[config.mk]
export PLATFORM = sky130hd
export DESIGN_NAME = apb_register_slave
export DESIGN_NICKNAME = d
export VERILOG_FILES = /design/src/rtl/apb_slave_pkg.sv /design/src/rtl/apb_reg_bank.sv /design/src/rtl/apb_register_slave.sv
export SDC_FILE = /design/constraint.sdc
export NUM_CORES = 1
export LEC_CHECK = 0
export ABC_AREA = 1
export CAP_MARGIN = 20
export CORE_ASPECT_RATIO = 0.9
export CORE_UTILIZATION = 50
export CTS_BUF_LIST = sky130_fd_sc_hd__clkbuf_8 sky130_fd_sc_hd__clkbuf_16
export DETAILED_ROUTE_END_ITERATION = 8
export GPL_TIMING_DRIVEN = 0
export HOLD_SLACK_MARGIN = 0.15
export PLACE_DENSITY_LB_ADDON = 0.2
export SLEW_MARGIN = 20
export SYNTH_ARGS = -nofsm -noshare
export SYNTH_HDL_FRONTEND = slang
export SYNTH_SLANG_ARGS = --single-unit
[constraint.sdc]
create_clock -name clk -period 13.71 [get_ports clk]
set_clock_uncertainty 0.2 [all_clocks]
set_input_delay 1.371 -clock clk [delete_from_list [all_inputs] [get_ports clk]]
set_output_delay 1.371 -clock clk [all_outputs]
set_load 0.005 [all_outputs]
[src/rtl/apb_slave_pkg.sv]
// Shared widths and FSM state encoding for the APB register completer.
package apb_slave_pkg;

    localparam int c_data_w = 32;
    localparam int c_strb_w = 4;
    localparam int c_cnt_w  = 4;

    typedef logic [0:0] state_t;
    localparam state_t st_idle   = 1'b0;
    localparam state_t st_access = 1'b1;

endpackage

[src/rtl/apb_reg_bank.sv]
// Register storage, byte-lane write enable and read mux for apb_register_slave.
module apb_reg_bank
    import apb_slave_pkg::*;
#(
    parameter int c_num_regs = 8,
    parameter int c_idx_w    = 3
) (
    input  logic                           clk,
    input  logic                           rst,
    input  logic                           we,
    input  logic [c_idx_w-1:0]             widx,
    input  logic [c_data_w-1:0]            wdata,
    input  logic [c_strb_w-1:0]            wstrb,
    input  logic [c_idx_w-1:0]             ridx,
    output logic [c_data_w-1:0]            rdata,
    output logic [c_data_w*c_num_regs-1:0] reg_out
);

    logic [c_data_w-1:0] regs [c_num_regs];

    always_ff @(posedge clk or posedge rst) begin
        if (rst) begin
            for (int i = 0; i < c_num_regs; i++) begin
                regs[i] <= '0;
            end
        end else if (we) begin
            for (int k = 0; k < c_strb_w; k++) begin
                if (wstrb[k]) begin
                    regs[widx][8*k +: 8] <= wdata[8*k +: 8];
                end
            end
        end
    end

    // Guard keeps non-power-of-two banks from reading past the last entry.
    always_comb begin
        rdata = '0;
        if ({{(32-c_idx_w){1'b0}}, ridx} < 32'(c_num_regs)) begin
            rdata = regs[ridx];
        end
    end

    for (genvar g = 0; g < c_num_regs; g++) begin : g_out
        assign reg_out[c_data_w*g +: c_data_w] = regs[g];
    end

endmodule

[src/rtl/apb_register_slave.sv]
// APB completer with a bank of 32-bit registers, programmable wait states and error decode.
// Optional byte-lane strobes enabled by defining APB_REG_SLAVE_PSTRB_EN.
//
// state     | meaning
// st_idle   | waiting for a setup phase (psel=1, penable=0)
// st_access | access phase; counting wait states, then completing on psel&penable
module apb_register_slave
    import apb_slave_pkg::*;
#(
    parameter int          c_num_regs    = 8,
    parameter logic [31:0] c_base_addr   = 32'h0000_0000,
    parameter int          c_wait_states = 0
) (
    input  logic                           clk,
    input  logic                           rst,
    input  logic                           psel,
    input  logic                           penable,
    input  logic                           pwrite,
    input  logic [31:0]                    paddr,
    input  logic [c_data_w-1:0]            pwdata,
`ifdef APB_REG_SLAVE_PSTRB_EN
    input  logic [c_strb_w-1:0]            pstrb,
`endif
    output logic [c_data_w-1:0]            prdata,
    output logic                           pready,
    output logic                           pslverr,
    output logic [c_data_w*c_num_regs-1:0] reg_out
);

    localparam int c_idx_w = (c_num_regs > 1) ? $clog2(c_num_regs) : 1;

    state_t               state;
    logic [c_cnt_w-1:0]   cnt;
    logic [31:0]          addr_q;
    logic                 write_q;
    logic                 err_q;
    logic [c_data_w-1:0]  wdata_q;
    logic [c_strb_w-1:0]  strb_q;
    logic [c_strb_w-1:0]  strb_in;
    logic [31:0]          off_in;
    logic [31:0]          off_q;
    logic                 err_in;
    logic [c_idx_w-1:0]   idx_in;
    logic [c_idx_w-1:0]   idx_q;
    logic [c_idx_w-1:0]   rd_idx;
    logic [c_data_w-1:0]  rdata;
    logic                 bank_we;

`ifdef APB_REG_SLAVE_PSTRB_EN
    assign strb_in = pstrb;
`else
    assign strb_in = '1;
`endif

    assign off_in = paddr - c_base_addr;
    assign off_q  = addr_q - c_base_addr;
    assign err_in = (paddr < c_base_addr) || (off_in[1:0] != 2'b00) ||
                    ({2'b00, off_in[31:2]} >= 32'(c_num_regs));
    assign idx_in = off_in[c_idx_w+1:2];
    assign idx_q  = off_q[c_idx_w+1:2];

    // With zero wait states the read is sampled at the setup edge, before addr_q is valid.
    assign rd_idx  = (state == st_idle) ? idx_in : idx_q;
    assign bank_we = (state == st_access) && pready && psel && penable && write_q && !err_q;

    always_ff @(posedge clk or posedge rst) begin
        if (rst) begin
            state   <= st_idle;
            cnt     <= '0;
            addr_q  <= '0;
            write_q <= 1'b0;
            err_q   <= 1'b0;
            wdata_q <= '0;
            strb_q  <= '0;
            pready  <= 1'b0;
            pslverr <= 1'b0;
            prdata  <= '0;
        end else begin
            case (state)
                st_idle: begin
                    if (psel && !penable) begin
                        state   <= st_access;
                        cnt     <= c_cnt_w'(c_wait_states);
                        addr_q  <= paddr;
                        write_q <= pwrite;
                        err_q   <= err_in;
                        wdata_q <= pwdata;
                        strb_q  <= strb_in;
                        if (c_wait_states == 0) begin
                            pready  <= 1'b1;
                            pslverr <= err_in;
                            prdata  <= (!pwrite && !err_in) ? rdata : '0;
                        end
                    end
                end
                st_access: begin
                    if (!psel) begin
                        state   <= st_idle;
                        pready  <= 1'b0;
                        pslverr <= 1'b0;
                        prdata  <= '0;
                    end else if (!pready) begin
                        cnt <= cnt - 1'b1;
                        if (cnt == c_cnt_w'(1)) begin
                            pready  <= 1'b1;
                            pslverr <= err_q;
                            prdata  <= (!write_q && !err_q) ? rdata : '0;
                        end
                    end else if (penable) begin
                        state   <= st_idle;
                        pready  <= 1'b0;
                        pslverr <= 1'b0;
                        prdata  <= '0;
                    end
                end
                default: state <= st_idle;
            endcase
        end
    end

    apb_reg_bank #(
        .c_num_regs (c_num_regs),
        .c_idx_w    (c_idx_w)
    ) u_bank (
        .clk     (clk),
        .rst     (rst),
        .we      (bank_we),
        .widx    (idx_q),
        .wdata   (wdata_q),
        .wstrb   (strb_q),
        .ridx    (rd_idx),
        .rdata   (rdata),
        .reg_out (reg_out)
    );

endmodule
==> flow_summary.yaml <==
floorplanning:
  dieWidth_microns: 183
  rows: 59
  die_h_microns: 165
  start_util_pct: 51.0
  num_io_pins: 359
  dieArea_sq_um: 30300
  core_sq_um: 29000
run_status:
  status: "finished, final reports clean"
timing:
  rsz0062_at_grt: "no"
  slew_headroom_pct: 34.4
  hold_viol: 0
  finalSetupViolCount: 0
  slew_violations: 0
  fmax_mhz: 264
  fin_crit_ns: 3.79
  worst_pin_slew_ns: 0.984
  finalWorstSetupSlack_ns: 9.92
  layout_worst_path_cycle_share_pct: 27.6
route:
  via_per_inst: 5.80
  wl_per_cell_microns: 21.8
  dr.pass1.iters: 6
  vias: 15400
  drt_wl_total_microns: 57900
  drc: 0
  first_iter_violations: 2035
  drtAntennaViolNets: 0
placement:
  hpwl_microns: 40300
  place.gp.congestion: 0.919
  placed_cells: 2598
  pre_cts_slack_ns: 9.55
  portBuffers: 358
min_path:
  min_from: "prdata[31]$_DFFE_PP0P_"
  hold_depth: 2
  worstHoldPathType: "reg -> reg"
  holdPathEnd: "prdata[31]$_DFFE_PP0P_"
clock_network:
  ctsResizeCount: 0
  clkTransAtPathRegs_ns: 0.06
  numClockSinks: 333
  cts_setup_buffers: 0
  holdBufCountCts: 0
  cts_root_buffer: "clkbuf_16"
  cts_buffers: 35
  insertion_delay_ns: 0.51
  cts_tree: "yes"
  cts_buffer_depth: 3
  htree_levels: 2
grt:
  antenna_found_initial: 0
  grt_max_degree: 112
  grt_overflow_total: 0
  grt_pass1_wl_microns: 85400
  grt_pass1_vias: 14300
  grt_use_total_pct: 38.3
logic_synthesis:
  synth_edf_count: 0
  ys_seq_area_share_pct: 56.3
  synth_nets: 1912
  netlist_area_sq_um: 14800
  syn_area_per_cell_sq_um: 8.04
  synth-warning-count: 0
  synth-seq-cells: 333
  postSynth.asyncResetShare_pct: 100
  ys_types: 24
  syn_inst: 1841
  synth_ff_type: "dfrtp_1"
pwr:
  power-per-cell-area_nw_per_um2: 124
  max-vdd-ir-drop_uv: 76.8
  power.clock.fraction_pct: 39.3
  power_frac_seq_pct: 43.6
  p_comb_share_pct: 17.1
  p_int_w: 0.00177
  p_sw_share_pct: 28.9
  switching_power_w: 0.000719
  p_leak_nw: 9.03
run:
  drv_cap: 0
critical_path:
  r2r_slack_ns: 10.81
  worst-path-max-fanout: 10
  rr_worst_depth: 8
  cp.required_ns: 13.91
  r2r-start: "cnt[1]$_DFFE_PP0P_"
  cpMostUsedCell: "nand2_1"
  critPathKind: "in -> reg"
  cp-start-kind: "input pin"
  regToRegEndpoint: "prdata[14]$_DFFE_PP0P_"
  critPathSlowestCell: "a21oi_1"
  worstPathCellList: "clkdlybuf4s50_1 -> inv_1 -> nand2_1 -> nand2_1 -> inv_1 -> a21oi_1 -> inv_1 -> clkbuf_1 -> nand2_1 -> nand2_1"
  slowest_delay_ns: 0.75
  crit_path_end_kind: "flop"
  arrival_ns: 3.98
cells_and_area:
  utilization_pct: 69.5
  area_delta_synth_final_pct: 36.2
  drive_above_1_share_pct: 4.15
  n_antenna_cell: 0
  nNetsFinal: 2310
  final-instance-count-excl-fill: 2660
==> power groups by stage <==
stage               clock network, W  registers (W)  logic, W
finish                      0.000980        0.00109  0.000425
global route                 0.00102        0.00109  0.000460
CTS                         0.000976        0.00108  0.000415
detailed placement                 0        0.00110  0.000412
global placement                   0        0.00110  0.000399
floorplan                          0        0.00109  0.000209
==> cell families after synthesis <==
family,count (synthesis),share of synthesized area (%)
AOI/OAI and AO/OA,304,10.3
xor gates and xnor gates,1,0.0592
adders and majority gates,2,0.169
buffers and inverters,235,6.14
DFF,333,56.3
and+or+nand+nor,966,27.0
==> worst max-delay path by stage <==
stage / start / to / slack [ns] / cells after the start
2_1_floorplan: rst / addr_q[2]$_DFFE_PP0P_ / 2.91 / 1
3_3_place_gp: rst / wdata_q[3]$_DFFE_PP0P_ / -0.72 / 2
3_5_place_dp: penable / prdata[11]$_DFFE_PP0P_ / 9.55 / 10
4_1_cts: penable / prdata[14]$_DFFE_PP0P_ / 10.05 / 10
5_1_grt: penable / prdata[15]$_DFFE_PP0P_ / 9.89 / 10
6_report: penable / prdata[14]$_DFFE_PP0P_ / 9.92 / 10
==> state kept, by name, summed over array words and instances (netlist names) <==
name,count
prdata,32
pslverr,1
strb_q,1
u_bank.reg_out,256
state,1
pready,1
cnt,4
addr_q,3
err_q,1
write_q,1
wdata_q,32
==> synth_stat cells (2+ instances only) <==
| cell type | instances | area, sq um |
|---|---|---|
| clkbuf_1 | 82 | 308 |
| nand2_1 | 688 | 2580 |
| nor2_1 | 46 | 173 |
| dfrtp_1 | 333 | 8330 |
| o21ai_0 | 268 | 1340 |
| nand3b_1 | 9 | 67.6 |
| nand3_2 | 8 | 80.1 |
| a21oi_1 | 6 | 30.0 |
| buf_2 | 18 | 90.1 |
| nand3_1 | 210 | 1050 |
| inv_1 | 120 | 450 |
| or2_2 | 2 | 12.5 |
| buf_1 | 12 | 45.0 |
| ha_1 | 2 | 25.0 |
| o21ai_1 | 28 | 140 |
==> critical path: cells and delay by family <==
family,cells,cell delay (ns)
AOI/OAI and AO/OA,1,0.75
and+or+nand+nor,4,0.39
buffers and inverters,5,1.45
==> metal layers <==
| layer | GRT usage [%] | up-vias | routed length [microns] |
|---|---|---|---|
| met5 | 0 | - | 0 |
| met2 | 58.7 | 1251 | 25500 |
| met3 | 8.86 | 169 | 7730 |
| li1 | - | 6697 | - |
| met1 | 52.9 | 7300 | 22300 |
| met4 | 15.9 | 0 | 2420 |
==> cell type report <==
type | instances | area, sq um
repair buffers | 361 | 3670
well taps | 396 | 495
multi-input cells | 1273 | 5560
clock inverters | 15 | 126
fillers | 2322 | 8850
flip-flops and latches | 333 | 8330
inverters | 122 | 465
plain buffers | 113 | 450
clock buffers | 47 | 1060
==> per-stage QoR <==
step | total power [W] | hold slack [ns] | instance area [sq um] | setup TNS, ns
after global placement | 0.00150 | 0.258 | 18900 | -224.49
after floorplan | 0.00130 | 0.240 | 14800 | 0
after CTS | 0.00248 | 0.281 | 20200 | 0
final | 0.00249 | 0.283 | 20200 | 0
after detailed placement | 0.00151 | 0.265 | 19000 | 0
after global routing | 0.00257 | 0.301 | 20200 | 0
==> cells in the final DEF, fill, tap and decap left out, types with 18 or more instances in the layout <==
| cell type | count |
|---|---|
| buf_2 | 18 |
| clkbuf_1 | 82 |
| clkbuf_16 | 37 |
| clkdlybuf4s50_1 | 358 |
| dfrtp_1 | 333 |
| inv_1 | 123 |
| nand2_1 | 688 |
| nand3_1 | 210 |
| nor2_1 | 46 |
| o21ai_0 | 268 |
| o21ai_1 | 28 |
No activity file was read; power rests on OpenSTA's default activity.
